## config.mk

```make
export PLATFORM = sky130hd
export DESIGN_NAME = pc_sequencer
export DESIGN_NICKNAME = d
export VERILOG_FILES = /design/src/rtl/pc_sequencer.sv
export SDC_FILE = /design/constraint.sdc
export NUM_CORES = 1
export LEC_CHECK = 0
export ABC_AREA = 1
export ABC_CLOCK_PERIOD_IN_PS = 3700
export CAP_MARGIN = 20
export CORE_ASPECT_RATIO = 1.4
export CORE_MARGIN = 2
export CORE_UTILIZATION = 48
export DETAILED_ROUTE_END_ITERATION = 12
export GPL_TIMING_DRIVEN = 0
export PLACE_DENSITY_LB_ADDON = 0.15
export SLEW_MARGIN = 25
export SYNTH_ARGS = -nofsm -noshare
export SYNTH_HDL_FRONTEND = slang
export SYNTH_SLANG_ARGS = --single-unit
```

## constraint.sdc

```tcl
create_clock -name clk -period 3.7 [get_ports clk]
set_clock_uncertainty 0.15 [all_clocks]
set_input_delay 0.74 -clock clk [delete_from_list [all_inputs] [get_ports clk]]
set_output_delay 0.74 -clock clk [all_outputs]
set_load 0.03 [all_outputs]
```

## src/rtl/pc_sequencer.sv

```systemverilog
// Program-counter sequencer: PC register, next-PC select, fetch handshake and one-cycle flush after redirects.
// Optional taken-redirect statistics counter is compiled in with `define BRANCH_STATS_EN.
module pc_sequencer #(
   parameter logic [31:0] RESET_PC = 32'h0000_0000
) (
   input  logic        clk,
   input  logic        reset_n,
   input  logic        instr_valid,
   input  logic        stall,
   input  logic        branch_eq,
   input  logic        branch_ne,
   input  logic        zero,
   input  logic        jump,
   input  logic        jump_reg,
   input  logic [31:0] imm_ext,
   input  logic [25:0] jump_index,
   input  logic [31:0] rs_value,
   output logic [31:0] pc,
   output logic [31:0] pc_plus4,
   output logic        fetch_req,
   output logic        flush,
   output logic        redirect_taken,
`ifdef BRANCH_STATS_EN
   output logic [15:0] branch_count,
`endif
   output logic [1:0]  fsm_state
);

   // Handshake: an instruction at pc is accepted in FETCH on a rising edge where
   // instr_valid=1 and stall=0; otherwise pc holds and decode inputs are ignored.
   typedef enum logic [1:0] {IDLE = 2'd0, FETCH = 2'd1, FLUSH = 2'd2} state_t;

   state_t      state;
   logic [31:0] br_tgt;
   logic [31:0] j_tgt;
   logic [31:0] jr_tgt;
   logic [31:0] target;
   logic        br_take;
   logic        redirect;
   logic        accept;
   logic        unused_bits;

   assign pc_plus4 = pc + 32'd4;
   assign br_tgt   = pc_plus4 + {imm_ext[29:0], 2'b00};
   assign j_tgt    = {pc_plus4[31:28], jump_index, 2'b00};
   assign jr_tgt   = {rs_value[31:2], 2'b00};

   // Both branch strobes high is an illegal encoding and falls through sequentially.
   assign br_take  = (branch_eq ^ branch_ne) & ((branch_eq & zero) | (branch_ne & ~zero));
   assign redirect = jump_reg | jump | br_take;
   assign accept   = instr_valid & ~stall;

   always_comb begin
      target = pc_plus4;
      if (jump_reg)     target = jr_tgt;
      else if (jump)    target = j_tgt;
      else if (br_take) target = br_tgt;
   end

   assign fsm_state   = state;
   assign unused_bits = ^{imm_ext[31:30], rs_value[1:0]};

`ifdef BRANCH_STATS_EN
   logic [15:0] branch_cnt_q;
   assign branch_count = branch_cnt_q;

   always_ff @(posedge clk) begin
      if (!reset_n)
         branch_cnt_q <= 16'd0;
      else if (state == FETCH && accept && redirect && branch_cnt_q != 16'hFFFF)
         branch_cnt_q <= branch_cnt_q + 16'd1;
   end
`endif

   always_ff @(posedge clk) begin
      if (!reset_n) begin
         pc             <= RESET_PC;
         state          <= IDLE;
         fetch_req      <= 1'b0;
         flush          <= 1'b0;
         redirect_taken <= 1'b0;
      end else begin
         case (state)
            IDLE: begin
               state          <= FETCH;
               fetch_req      <= 1'b1;
               flush          <= 1'b0;
               redirect_taken <= 1'b0;
            end
            FETCH: begin
               redirect_taken <= 1'b0;
               if (accept) begin
                  if (redirect) begin
                     pc             <= target;
                     state          <= FLUSH;
                     fetch_req      <= 1'b0;
                     flush          <= 1'b1;
                     redirect_taken <= 1'b1;
                  end else begin
                     pc <= pc_plus4;
                  end
               end
            end
            FLUSH: begin
               state          <= FETCH;
               fetch_req      <= 1'b1;
               flush          <= 1'b0;
               redirect_taken <= 1'b0;
            end
            default: begin
               state          <= IDLE;
               fetch_req      <= 1'b0;
               flush          <= 1'b0;
               redirect_taken <= 1'b0;
            end
         endcase
      end
   end

endmodule

```

==> impl_metrics.tcl, run 1 <==
set metrics [dict create \
    outcome "complete, no violations" \
    setup.worst_path.end_class "primary output" \
    synth_ff_type "sky130_fd_sc_hd__dfxtp_1" \
    design.die.area_um2 11600 \
    main_combinational_cell_family_by_area_after_synthesis "simple AND/OR/NAND/NOR gates" \
    antenna_cells_inserted 0 \
    timing_hold_violations_final 0 \
    final_critical_path_time_including_i_o_delays_and_setup_ns 3.54 \
    cts.sinks 34 \
    worst_path_max_delay_cell "sky130_fd_sc_hd__clkdlybuf4s50_1" \
    worst-path-max-fanout 5 \
    post_dp_cell_area_um2 6940 \
    drt_first_pass_iters 5 \
    dieWidth_um 91.7 \
    fill_cells 966 \
    cells_traversed_along_the_worst_timing_path "inv_1, nor3_1, nand2_1, nor2_2, xor2_1, clkdlybuf4s50_1" \
    synthDominantAreaCellType "sky130_fd_sc_hd__nand2_1" \
    gpl.final_weighted_congestion 0.993 \
    post_layout_nets 1204 \
    final_util 0.695 \
    drc 0 \
    worst_path_largest_cell_delay_ns 0.76 \
    cts_root_buffer "sky130_fd_sc_hd__clkbuf_16" \
    mux_contribution_to_synthesized_area 0 \
    synth.area.top_cells "sky130_fd_sc_hd__nand2_1 (21%), sky130_fd_sc_hd__dfxtp_1 (13%), sky130_fd_sc_hd__ha_1 (8.7%)" \
    synthesized_instance_count 899 \
    worst_pin_slew_ns 0.647 \
    synth.cell_area_um2 5160 \
    seq_area_frac_synth 0.132 \
    grt_pass1_vias 6041 \
    yosysUniqueCellTypes 45 \
    post_cts_setup_buffer_count 0 \
    total_power_mw 1.50 \
    power_leakage_nw 3.38 \
    die_h_um 127 \
    grt_use_total 0.338 \
    final.period_utilization 0.958 \
    detail_route.wirelength_um 20100 \
    initialDrtViolationCount 511 \
    slew-limit-headroom 0.569 \
    avgSynthCellArea_um2 5.74 \
    design.core.area_um2 10400 \
    grt_remaining_overflow 0 \
    pin_count_of_the_biggest_net_entering_global_routing 13 \
    cpLargestDelayFamily "buffers and inverters" \
    final-setup-viol-count 0 \
    avgViaCountPerCell 5.37 \
    detail_route.wl_per_cell_um 16.6 \
    yosys.area.top_type_share 0.210 \
    synth_compound_gate_area_share 0.167 \
    cts.hold.buffers_added 0 \
    route.antenna.remaining_nets 0 \
    reg2reg_slack_ns 0.22 \
    clkSlewWorstSetupHoldPaths_ns 0.05 \
    cts_htree_levels 2 \
    synthesis.yosys.warnings 0 \
    hpwl_um 16900 \
    synth-simple-area-share 0.448 \
    cp.required_ns 2.81 \
    synth_register_bits 34 \
    std_cell_rows 44 \
    timing_worst_setup_path_type "reg -> out" \
    port_buffers 159 \
    postSynth.asyncResetShare 0 \
    floorplan.io_pins 168 \
    grt_antenna_before_repair 0 \
    dr_total_vias 6486 \
    cellPowerDensity_nw_per_um2 208 \
    share_of_layout_cells_above_drive_strength_1 0.106 \
    total_area_of_multi_input_combinational_cells_um2 4050 \
    timing.critical_path.from_type "flip-flop" \
    cp.buffers_inverters 2 \
    max_freq_ghz 0.282 \
    cts_tree "built" \
    seq_area_um2 699 \
    worst-endpoint-arrival_ns 2.65 \
    max_transition_viols_final 0 \
    floorplan.initialDensity 0.496 \
    worst_ir_drop_vdd_uv 302 \
    cts-buffers-inserted 5 \
    min-delay-path-class "reg -> reg" \
    yosys.area_share.xor_xnor 0.0553 \
    max-clock-path-buffers 2 \
    postLayoutCellArea_um2 7230 \
    clk_latency_ns 0.29 \
    synth_enable_flop_cells 0 \
    global_route_wire_length_before_repair_um 30700 \
    synth-adder-area-share 0.0911 \
    number_of_max_capacitance_violations_reported 0 \
    syn2layout_area_growth_pct 40.1 \
]
==> synthesized netlist by cell type, types with 5 or more instances <==
master / instances
sky130_fd_sc_hd__a21oi_1: 89
sky130_fd_sc_hd__dfxtp_1: 34
sky130_fd_sc_hd__or2_2: 15
sky130_fd_sc_hd__o21ai_1: 10
sky130_fd_sc_hd__inv_1: 105
sky130_fd_sc_hd__nor2_1: 74
sky130_fd_sc_hd__buf_4: 7
sky130_fd_sc_hd__nor3_1: 9
sky130_fd_sc_hd__nand2_1: 289
sky130_fd_sc_hd__ha_1: 36
sky130_fd_sc_hd__a21o_1: 5
sky130_fd_sc_hd__nand3_2: 5
sky130_fd_sc_hd__o21bai_1: 7
sky130_fd_sc_hd__nand3_1: 58
sky130_fd_sc_hd__nand2_2: 9
sky130_fd_sc_hd__nand4_1: 13
sky130_fd_sc_hd__xor2_1: 22
sky130_fd_sc_hd__o211ai_1: 15
sky130_fd_sc_hd__nor2_2: 6
sky130_fd_sc_hd__clkbuf_1: 17
sky130_fd_sc_hd__xnor2_1: 5
sky130_fd_sc_hd__o21ai_0: 19
==> timing repair <==
item | 4_1_cts | 5_1_grt
pin swaps | 0 | 1
endpoints found under the setup margin | 8 | 27
gates resized for setup | 5 | 32
==> worst paths after layout <==
path,cells after the start,from,end
setup / recovery,6,pc[6],pc_plus4[12]
hold / removal,2,flush,flush
setup reg to reg,17,pc[6],pc[24]
hold reg to reg,2,flush,flush
==> state kept, by name, indices dropped and copies added (netlist names) <==
name / cells
pc: 30
flush: 1
redirect_taken: 1
fsm_state: 2
==> final cells by class <==
type | count | share of cell area
Buffer | 28 | 0.0189
Clock buffer | 5 | 0.0173
Clock inverter | 3 | 0.00623
Inverter | 110 | 0.0571
Multi-Input combinational cell | 730 | 0.560
Sequential cell | 34 | 0.0967
Tap cell | 138 | 0.0239
Timing Repair Buffer | 159 | 0.220
==> power breakdown <==
part	leakage, nW	total, mW	switching, mW	internal [mW]
Sequential	0.283	0.405	0.0247	0.381
Clock	0.0760	0.484	0.167	0.317
Combinational	3.02	0.615	0.352	0.263
Total	3.38	1.50	0.544	0.961
==> through the flow <==
step / cells / hold WS [ns] / setup TNS [ns] / setup slack [ns]
5_1_grt: 1207 / 0.324 / -0.00785 / -0.00785
2_1_floorplan: 902 / 0.424 / 0 / 0.114
3_5_place_dp: 1199 / 0.293 / -0.425 / -0.184
3_3_place_gp: 1199 / 0.288 / -0.357 / -0.166
4_1_cts: 1207 / 0.300 / 0 / 0.0170
6_report: 1207 / 0.301 / 0 / 0.156
==> cell usage in the layout, fill, tap and decap left out, types with 6 or more instances in the layout <==
| cell | synthesis | layout |
|---|---|---|
| sky130_fd_sc_hd__nand2_1 | 289 | 289 |
| sky130_fd_sc_hd__clkdlybuf4s50_1 | 0 | 158 |
| sky130_fd_sc_hd__inv_1 | 105 | 105 |
| sky130_fd_sc_hd__a21oi_1 | 89 | 86 |
| sky130_fd_sc_hd__nor2_1 | 74 | 70 |
| sky130_fd_sc_hd__nand3_1 | 58 | 58 |
| sky130_fd_sc_hd__ha_1 | 36 | 33 |
| sky130_fd_sc_hd__dfxtp_1 | 34 | 21 |
| sky130_fd_sc_hd__o21ai_0 | 19 | 18 |
| sky130_fd_sc_hd__clkbuf_1 | 17 | 17 |
| sky130_fd_sc_hd__xor2_1 | 22 | 15 |
| sky130_fd_sc_hd__or2_2 | 15 | 15 |
| sky130_fd_sc_hd__o211ai_1 | 15 | 15 |
| sky130_fd_sc_hd__nand4_1 | 13 | 13 |
| sky130_fd_sc_hd__dfxtp_2 | 0 | 12 |
| sky130_fd_sc_hd__o21ai_1 | 10 | 11 |
| sky130_fd_sc_hd__nor2_2 | 6 | 9 |
| sky130_fd_sc_hd__nand2_2 | 9 | 9 |
| sky130_fd_sc_hd__xor2_2 | 2 | 9 |
| sky130_fd_sc_hd__nor3_1 | 9 | 8 |
| sky130_fd_sc_hd__o21bai_1 | 7 | 7 |
| sky130_fd_sc_hd__buf_4 | 7 | 7 |
| sky130_fd_sc_hd__a21oi_2 | 3 | 6 |
==> layer usage <==
metal | vias up | track usage | wire length [µm]
met2 | 319 | 0.617 | 10100
li1 | 3230 | - | -
met1 | 2884 | 0.402 | 7790
met3 | 53 | 0.0125 | 1270
met4 | 0 | 0.162 | 949
met5 | - | 0 | 0
==> cells by family (layout without fill, tap and decap cells) <==
kind of cell / after synthesis / after routing
xor+xnor: 30 / 30
fa+ha+maj: 37 / 37
compound gates: 153 / 153
flops: 34 / 34
other cells: 1 / 4
simple gates: 506 / 506
buf+inv: 138 / 305
==> tightest hold or removal path, delay by kind of cell (launching register included) <==
family | cells | cell delay (ns)
AOI/OAI and AO/OA | 1 | 0.05
buffers and inverters | 1 | 0.05
DFF | 1 | 0.31
No activity file was read; power rests on OpenSTA's default activity.
==> run 2: changes to the inputs <==
PLACE_DENSITY = 0.83   (was default)
PLACE_DENSITY_LB_ADDON = default   (was 0.15)
==> impl_metrics.tcl, run 2 (synthesis gave the netlist of run 1 again) <==
set metrics [dict create \
    outcome "complete, no violations" \
    avgViaCountPerCell 5.45 \
    cpLargestDelayFamily "buffers and inverters" \
    drt_first_pass_iters 5 \
    layout_common_cells "sky130_fd_sc_hd__nand2_1 (289), sky130_fd_sc_hd__clkdlybuf4s50_1 (158), sky130_fd_sc_hd__inv_1 (105)" \
    timing.critical_path.from_type "flip-flop" \
    final.period_utilization 0.980 \
    cts.hold.buffers_added 0 \
    max_transition_viols_final 0 \
    route.antenna.remaining_nets 0 \
    cts.sinks 34 \
    share_of_layout_cells_above_drive_strength_1 0.103 \
    cts_htree_levels 2 \
    routed.top_layer "met4" \
    dieWidth_um 91.7 \
    worst-path-max-fanout 5 \
    gpl.final_weighted_congestion 0.992 \
    floorplan.initialDensity 0.496 \
    cts_tree "built" \
    final-setup-viol-count 0 \
    grt_use_total 0.343 \
    grt_remaining_overflow 0 \
    worst-endpoint-arrival_ns 2.73 \
    clk_latency_ns 0.29 \
    critical_path.reg2reg.startpoint "pc[9]" \
    pin_count_of_the_biggest_net_entering_global_routing 11 \
    final_critical_path_time_including_i_o_delays_and_setup_ns 3.62 \
    grt_antenna_before_repair 0 \
    design.core.area_um2 10400 \
    number_of_max_capacitance_violations_reported 0 \
    cells_traversed_along_the_worst_timing_path "nand2_2, nor3b_2, nand2_1, nor2_2, xor2_1, clkdlybuf4s50_1" \
    syn2layout_area_growth_pct 39.6 \
    cts_root_buffer "sky130_fd_sc_hd__clkbuf_16" \
    dr_total_vias 6593 \
    worst_path_max_delay_cell "sky130_fd_sc_hd__clkdlybuf4s50_1" \
    initialDrtViolationCount 477 \
    post_dp_cell_area_um2 6940 \
    timing_hold_violations_final 0 \
    design.die.area_um2 11600 \
    hold_path.startpoint "flush" \
    worstRegToRegCells 19 \
    worst_pin_slew_ns 0.605 \
    antenna_cells_inserted 0 \
    finalSetupTns_ns 0 \
    largest_reg_flops 30 \
    cp.buffers_inverters 1 \
    cellPowerDensity_nw_per_um2 201 \
    most_common_cell_after_layout_fill_and_taps_aside "sky130_fd_sc_hd__nand2_1" \
    wl_met3_um 1460 \
    reg2reg_slack_ns 0.22 \
    port_buffers 159 \
    worst_path_largest_cell_delay_ns 0.83 \
    largest_register "pc" \
    drc 0 \
    max-clock-path-buffers 2 \
    post_layout_nets 1207 \
    timing_worst_setup_path_type "reg -> out" \
    floorplan.io_pins 168 \
    clkSlewWorstSetupHoldPaths_ns 0.05 \
    setup.worst_path.end_class "primary output" \
    whs_path_depth 2 \
    grt_pass1_vias 6278 \
    cp.required_ns 2.81 \
    slew-limit-headroom 0.597 \
    postLayoutCellArea_um2 7210 \
    global_route_wire_length_before_repair_um 31200 \
    setup.worst_path.start "pc[9]" \
    detail_route.wl_per_cell_um 16.9 \
    hpwl_um 17000 \
    die_h_um 127 \
    min-delay-path-class "reg -> reg" \
    drt-met1-wl_um 7580 \
    max_freq_ghz 0.276 \
    worst_ir_drop_vdd_uv 378 \
    power_leakage_nw 3.38 \
    number_of_cells_on_the_critical_path 6 \
    detail_route.wirelength_um 20500 \
    fill_cells 922 \
    cts-buffers-inserted 5 \
    std_cell_rows 44 \
    met2_wirelength_from_detailed_routing_um 10100 \
]
## run 2: final cells by class
| class | instances | area [µm²] | area share |
|---|---|---|---|
| plain buffers | 28 | 136 | 0.0189 |
| clock buffers | 7 | 143 | 0.0198 |
| clock inverters | 1 | 5.00 | 0.000695 |
| inverters | 110 | 413 | 0.0573 |
| multi-input cells | 730 | 4020 | 0.558 |
| flip-flops and latches | 34 | 704 | 0.0978 |
| well taps | 138 | 173 | 0.0240 |
| repair buffers | 162 | 1610 | 0.224 |
## run 2: metrics by stage
step           setup WS, ns   util  std cells  hold slack (ns)  power, mW
3_3_place_gp         -0.165  0.667       1199            0.291       1.01
6_report             0.0758  0.693       1210            0.301       1.45
2_1_floorplan         0.114      -        902            0.424      0.752
4_1_cts              0.0162  0.682       1207            0.301       1.43
5_1_grt          -0.0000515  0.693       1210            0.331       1.51
3_5_place_dp         -0.136  0.667       1199            0.292       1.01
## run 2: what timing repair did
action | in CTS | in global routing
pin swaps | 0 | 2
cloned | 0 | 0
setup buffers | 0 | 3
resized for setup | 5 | 29
setup endpoints to repair | 8 | 23
## run 2: power breakdown
| group | internal, mW | leakage (nW) | total [mW] | switching [mW] |
|---|---|---|---|---|
| Combinational | 0.264 | 3.02 | 0.618 | 0.354 |
| Clock | 0.267 | 0.0739 | 0.422 | 0.156 |
| Sequential | 0.381 | 0.285 | 0.406 | 0.0250 |
| Total | 0.912 | 3.37 | 1.45 | 0.534 |
## run 2: worst paths after layout
check / end
worst max-delay path: pc_plus4[12]
worst max register to register: pc[23]
worst min register to register: flush
worst min-delay path: flush
## run 2: routing by layer
metal | vias to the layer above | GRT usage
met5 | - | 0
met3 | 83 | 0.0368
met4 | 0 | 0.209
met1 | 2925 | 0.389
met2 | 336 | 0.612
li1 | 3249 | -
## run 2: worst reg2reg max path, stage by stage, from the launching register on
cell and delay (ns):
sky130_fd_sc_hd__dfxtp_2 0.39, sky130_fd_sc_hd__nand2_2 0.13, sky130_fd_sc_hd__nor3b_2 0.27, sky130_fd_sc_hd__nand2_1 0.14, sky130_fd_sc_hd__nor2_2 0.25, sky130_fd_sc_hd__xor2_1 0.43
sky130_fd_sc_hd__ha_1 0.37, sky130_fd_sc_hd__nand2_1 0.13, sky130_fd_sc_hd__inv_1 0.05, sky130_fd_sc_hd__nand2_1 0.09, sky130_fd_sc_hd__inv_1 0.06, sky130_fd_sc_hd__a21oi_1 0.13
sky130_fd_sc_hd__nand2_1 0.14, sky130_fd_sc_hd__nand2_1 0.13, sky130_fd_sc_hd__nand3_1 0.07, sky130_fd_sc_hd__nand3_1 0.08, sky130_fd_sc_hd__nand3_1 0.09, sky130_fd_sc_hd__nand2_1 0.10
sky130_fd_sc_hd__nand3_2 0.09, sky130_fd_sc_hd__a21oi_2 0.13
